[src/rtl/mem8_pkg.sv]
// rtl/mem8_pkg.sv - shared types and constants for the mem_8 register bank arbiter
package mem8_pkg;

  typedef enum logic [1:0] {
    IDLE  = 2'd0,
    SRST  = 2'd1,
    CLEAR = 2'd2
  } state_t;

  localparam int unsigned CMD_ADDR_DEF  = 1;
  localparam logic [7:0]  CMD_RST_DEF   = 8'h0F;
  localparam int unsigned STAT_BUSY_BIT = 0;
  localparam int unsigned STAT_SRST_BIT = 1;

endpackage

[src/rtl/mem8_regbank.sv]
// rtl/mem8_regbank.sv - register bank, one write port, one registered read port, clear-by-address
module mem8_regbank
  import mem8_pkg::*;
#(
  parameter int ADDR_W = 5,
  parameter int DATA_W = 8
) (
  input  logic              clk,
  input  logic              rst,
  input  logic              we,
  input  logic [ADDR_W-1:0] waddr,
  input  logic [DATA_W-1:0] wdata,
  input  logic              clr,
  input  logic [ADDR_W-1:0] clr_addr,
  input  logic              re,
  input  logic [ADDR_W-1:0] raddr,
  output logic [DATA_W-1:0] rdata
);

  localparam int DEPTH = 1 << ADDR_W;

  logic [DATA_W-1:0] mem [DEPTH];

  // Clear and normal writes never coincide: clearing only happens while the ports are stalled.
  always_ff @(posedge clk or posedge rst) begin
    if (rst) begin
      for (int i = 0; i < DEPTH; i++) mem[i] <= '0;
      rdata <= '0;
    end else begin
      if (clr)     mem[clr_addr] <= '0;
      else if (we) mem[waddr]    <= wdata;
      if (re)      rdata         <= mem[raddr];
    end
  end

endmodule

[src/rtl/mem8_arb_ctrl.sv]
// rtl/mem8_arb_ctrl.sv - host/local arbiter and soft-reset sequencer for the mem_8 bank
// Optional bank clear after soft reset: define MEM8_CLR_ON_RST_EN.
module mem8_arb_ctrl
  import mem8_pkg::*;
#(
  parameter int                ADDR_W   = 5,
  parameter int                DATA_W   = 8,
  parameter int                CMD_ADDR = CMD_ADDR_DEF,
  parameter logic [DATA_W-1:0] CMD_RST  = DATA_W'(CMD_RST_DEF),
  parameter int                RST_CYC  = 16,
  parameter int                MAX_WAIT = 8
) (
  input  logic              bus_clk,
  input  logic              rst,
  input  logic [ADDR_W-1:0] user_mem_8_addr,
  input  logic              user_w_mem_8_wren,
  input  logic [DATA_W-1:0] user_w_mem_8_data,
  output logic              user_w_mem_8_full,
  input  logic              user_r_mem_8_rden,
  output logic [DATA_W-1:0] user_r_mem_8_data,
  output logic              user_r_mem_8_empty,
  input  logic              loc_req,
  input  logic              loc_we,
  input  logic [ADDR_W-1:0] loc_addr,
  input  logic [DATA_W-1:0] loc_wdata,
  output logic              loc_gnt,
  output logic [DATA_W-1:0] loc_rdata,
  output logic              loc_rvalid,
  output logic              soft_rst,
  output logic              busy
);

  localparam int CNT_W  = $clog2(RST_CYC + 1);
  localparam int WAIT_W = $clog2(MAX_WAIT + 1);

  state_t              state;
  logic                hold_q;
  logic [CNT_W-1:0]    srst_cnt;
  logic [ADDR_W-1:0]   clr_addr;
  logic [WAIT_W-1:0]   wait_cnt;
  logic                rd_stat_q;
  logic [DATA_W-1:0]   stat_q;
  logic [DATA_W-1:0]   status_now;
  logic [DATA_W-1:0]   bank_rdata;

  logic                open_q, loc_stall, port_stall;
  logic                host_wr, host_rd, loc_wr, loc_rd;
  logic                wr_any, bank_we, cmd_hit, rd_en;
  logic [ADDR_W-1:0]   wr_addr, rd_addr;
  logic [DATA_W-1:0]   wr_data;

  // hold_q keeps the host port closed until the first clock after hard reset.
  assign open_q     = (state == IDLE) && !hold_q;
  assign loc_stall  = open_q && loc_req && (wait_cnt == WAIT_W'(MAX_WAIT));
  assign port_stall = !open_q || loc_stall;

  assign user_w_mem_8_full  = port_stall;
  assign user_r_mem_8_empty = port_stall;
  assign loc_gnt = open_q && loc_req && (loc_stall || !(user_w_mem_8_wren || user_r_mem_8_rden));

  assign host_wr = user_w_mem_8_wren && !port_stall;
  assign host_rd = user_r_mem_8_rden && !port_stall;
  assign loc_wr  = loc_gnt && loc_we;
  assign loc_rd  = loc_gnt && !loc_we;

  assign wr_any  = host_wr || loc_wr;
  assign wr_addr = host_wr ? user_mem_8_addr : loc_addr;
  assign wr_data = host_wr ? user_w_mem_8_data : loc_wdata;
  assign bank_we = wr_any && (wr_addr != '0);
  assign cmd_hit = wr_any && (wr_addr == ADDR_W'(CMD_ADDR)) && (wr_data == CMD_RST);

  assign rd_en   = host_rd || loc_rd;
  assign rd_addr = host_rd ? user_mem_8_addr : loc_addr;

  always_comb begin
    status_now                = '0;
    status_now[STAT_BUSY_BIT] = busy;
    status_now[STAT_SRST_BIT] = soft_rst;
  end

  assign user_r_mem_8_data = rd_stat_q ? stat_q : bank_rdata;
  assign loc_rdata         = user_r_mem_8_data;

  mem8_regbank #(.ADDR_W(ADDR_W), .DATA_W(DATA_W)) u_bank (
    .clk      (bus_clk),
    .rst      (rst),
    .we       (bank_we),
    .waddr    (wr_addr),
    .wdata    (wr_data),
    .clr      (state == CLEAR),
    .clr_addr (clr_addr),
    .re       (rd_en),
    .raddr    (rd_addr),
    .rdata    (bank_rdata)
  );

  always_ff @(posedge bus_clk or posedge rst) begin
    if (rst) begin
      state      <= IDLE;
      hold_q     <= 1'b1;
      srst_cnt   <= '0;
      clr_addr   <= '0;
      wait_cnt   <= '0;
      soft_rst   <= 1'b0;
      busy       <= 1'b0;
      loc_rvalid <= 1'b0;
      rd_stat_q  <= 1'b0;
      stat_q     <= '0;
    end else begin
      hold_q     <= 1'b0;
      loc_rvalid <= loc_rd;
      if (rd_en) begin
        rd_stat_q <= (rd_addr == '0);
        stat_q    <= status_now;
      end
      case (state)
        IDLE: begin
          if (loc_gnt)                wait_cnt <= '0;
          else if (loc_req && open_q) wait_cnt <= wait_cnt + 1'b1;
          if (cmd_hit) begin
            state    <= SRST;
            srst_cnt <= CNT_W'(RST_CYC - 1);
            soft_rst <= 1'b1;
            busy     <= 1'b1;
          end
        end
        SRST: begin
          if (srst_cnt == '0) begin
            soft_rst <= 1'b0;
`ifdef MEM8_CLR_ON_RST_EN
            state    <= CLEAR;
            clr_addr <= ADDR_W'(1);
`else
            state    <= IDLE;
            busy     <= 1'b0;
`endif
          end else begin
            srst_cnt <= srst_cnt - 1'b1;
          end
        end
        CLEAR: begin
          if (clr_addr == '1) begin
            state <= IDLE;
            busy  <= 1'b0;
          end else begin
            clr_addr <= clr_addr + 1'b1;
          end
        end
        default: state <= IDLE;
      endcase
    end
  end

endmodule

[config.mk]
export PLATFORM = sky130hd
export DESIGN_NAME = mem8_arb_ctrl
export DESIGN_NICKNAME = d
export VERILOG_FILES = /design/src/rtl/mem8_pkg.sv /design/src/rtl/mem8_regbank.sv /design/src/rtl/mem8_arb_ctrl.sv
export SDC_FILE = /design/constraint.sdc
export NUM_CORES = 1
export LEC_CHECK = 0
export CORE_ASPECT_RATIO = 1.4
export CORE_MARGIN = 1
export CORE_UTILIZATION = 65
export DETAILED_ROUTE_END_ITERATION = 10
export PLACE_DENSITY_LB_ADDON = 0.3
export SYNTH_ARGS = -nofsm -noshare
export SYNTH_HDL_FRONTEND = slang
export SYNTH_SLANG_ARGS = --single-unit
[constraint.sdc]
create_clock -name bus_clk -period 25.1 [get_ports bus_clk]
set_clock_uncertainty 0.1 [all_clocks]
set_input_delay 2.51 -clock bus_clk [delete_from_list [all_inputs] [get_ports bus_clk]]
set_output_delay 2.51 -clock bus_clk [all_outputs]
set_load 0.01 [all_outputs]
==> flow_summary.yaml <==
status:
  status: "finished clean"
cells_and_area:
  fillers: 1376
  final_common_cell: "nand2_1"
  area_growth_pct: 11.10
  fin_cells: 1638
  layout_common_cells: "nand2_1 (357), dfrtp_1 (277), o21ai_0 (215)"
  antenna_cells: 0
  utilization_pct: 73.87
  num-nets-final: 1406
  post_route_cells_drive_above_1_share_pct: 7.338
floorplanning:
  die_height_um: 168.2
  start_util_pct: 66.49
  die_w_um: 120.7
  rows: 60
  core_area_um2: 19290
  io_pins: 54
  dieArea_um2: 20310
route:
  drt_iter0_drc: 1102
  routed_wl_um: 34270
  dr.pass1.iters: 8
  wl_per_cell_um: 20.92
  post-route-drc-count: 0
  vias: 10450
  ant_nets: 0
  drt-vias-per-instance: 6.382
sta:
  tightest_slew_ns: 1.420
  rsz0062_at_grt: "false"
  finalHoldViolCount: 0
  slew-limit-headroom_pct: 5.003
  finalSetupTns_ns: 0
  hold_ws_ns: 0.2812
  finalCriticalPeriod_ns: 6.775
  timing.final.crit_share_pct: 26.99
  setup_violations: 0
  setup_slack_ns: 18.33
  maxSlewViolCount: 0
  max_freq_mhz: 147.6
hold_path:
  hold_depth: 0
  min-delay-start: "u_bank.mem[249]"
  whs_endpoint: "u_bank.mem[249]"
  holdCritPathClass: "reg -> reg"
grt:
  antenna_found_initial: 0
  grt_usage_pct: 35.24
  grt_overflow: 0
  grt_pass1_wl_um: 54790
  grt_max_degree: 120
  grt_pass1_vias: 10100
worst_setup_path:
  cp.required_ns: 22.49
  worstPathArrival_ns: 4.17
  crit_path_start_kind: "input port"
  critPathMaxFanout: 6
  reg2regPathDepth: 10
  r2r_end: "u_bank.rdata[3]"
  reg2reg_from: "wait_cnt[0]"
  end_kind: "output port"
  worst-r2r-setup-slack_ns: 20.94
  crit_type: "in -> out"
cts:
  cts.sinks: 278
  cts_root_buf: "clkbuf_16"
  cts_tree: "yes"
  hold_buffers: 0
  clk_pin_slew_ns: 0.06
  clock_latency_ns: 0.55
  postCtsSetupBuffers: 0
  htreeDepth: 1
  clk_path_buf_depth: 3
  ctsResizeCount: 0
  numCtsBuffers: 26
logic_synthesis:
  ys_seq_area_share_pct: 54.24
  netlist_top_cells_area: "dfrtp_1 (54%), nand2_1 (10%), o21ai_0 (8.4%)"
  synth_cells: 1387
  synth_nets: 1423
  syn_avg_cell_area_um2: 9.249
  synth_top_area_share_pct: 54.03
  synthFlopType: "dfrtp_1"
  async_flop_share_pct: 100.0
  syn-cell-area_um2: 12830
  synth_top_area_cell: "dfrtp_1"
  yosys_warnings: 0
  synth.distinct_cells: 52
  synth_seq_cells: 278
  synth-edff-count: 0
place:
  port_buffers: 53
  dp_hpwl_um: 22270
  dp.cells: 1590
  gp_congestion: 0.9412
  place_ws_ns: 18.32
power:
  ir_drop_mv: 0.05561
  powerDensity_nw_per_um2: 79.66
  p_leak_uw: 0.006322
run:
  drv_cap: 0
-- where the power goes --
part           internal, µW  switching (µW)  leakage, µW
sequential              509            35.5      0.00373
combinational          69.0             114      0.00217
clock                   236             172     0.000430
total                   814             321      0.00632
-- worst max-delay path, cell delays in order --
cell and delay [ns]:
clkdlybuf4s50_1 0.47, o22ai_1 0.36, nor2b_1 0.26, clkdlybuf4s50_1 0.57
-- stage by stage --
step	power [µW]	instance area [µm²]
after floorplan	664.1	12830
after global placement	720.7	13360
after detailed placement	730.3	13360
after CTS	1132	14250
after global routing	1180	14250
final	1135	14250
-- state kept, by name, indices dropped and copies added, names as in the netlist --
signal / cells
hold_q: 1
stat_q: 1
srst_cnt: 5
wait_cnt: 4
u_bank.rdata: 8
u_bank.mem: 256
loc_rvalid: 1
soft_rst: 1
rd_stat_q: 1
-- worst max-delay path by stage --
stage                 startpoint    endpoint  cells after the start
2_1_floorplan                rst  loc_rvalid                      1
6_report       user_w_mem_8_wren     loc_gnt                      4
4_1_cts        user_w_mem_8_wren     loc_gnt                      4
3_3_place_gp   user_w_mem_8_wren     loc_gnt                      4
3_5_place_dp   user_w_mem_8_wren     loc_gnt                      4
5_1_grt        user_w_mem_8_wren     loc_gnt                      4
-- final cells by class --
cell class	count	area, µm²	share of cell area [%]
Tap cell	248	310.3	2.177
Clock inverter	10	111.4	0.7813
Inverter	11	48.80	0.3424
Multi-Input combinational cell	984	5396	37.86
Sequential cell	278	6958	48.82
Timing Repair Buffer	69	650.6	4.565
Clock buffer	38	777.0	5.452
-- Yosys cell counts (11+ instances only) --
cell type	instances
a21oi_1	64
dfrtp_1	277
o221a_2	14
a31oi_1	15
nand2_1	357
inv_1	11
nor2_1	59
buf_4	19
mux2i_1	66
nor2b_1	18
buf_2	12
a32oi_1	23
o21ai_0	215
clkbuf_1	80
nand3_1	51
-- routing by layer --
metal	global-route usage, %	share of wire (%)	routed length [µm]
met4	19.75	6.0	2041
met3	7.283	9.2	3152
met1	46.28	38	13020
met2	54.77	47	16060
met5	0	0	0
-- logic make-up after synthesis --
kind of cell	after synthesis	synth area share, %
xor+xnor	3	0.2049
compound gates	383	17.41
buf+inv	125	4.506
mux	74	6.066
flops	278	54.24
simple gates	519	17.16
fa+ha+maj	4	0.3901
other cells	1	0.02923
No activity file was read; power rests on OpenSTA's default activity.
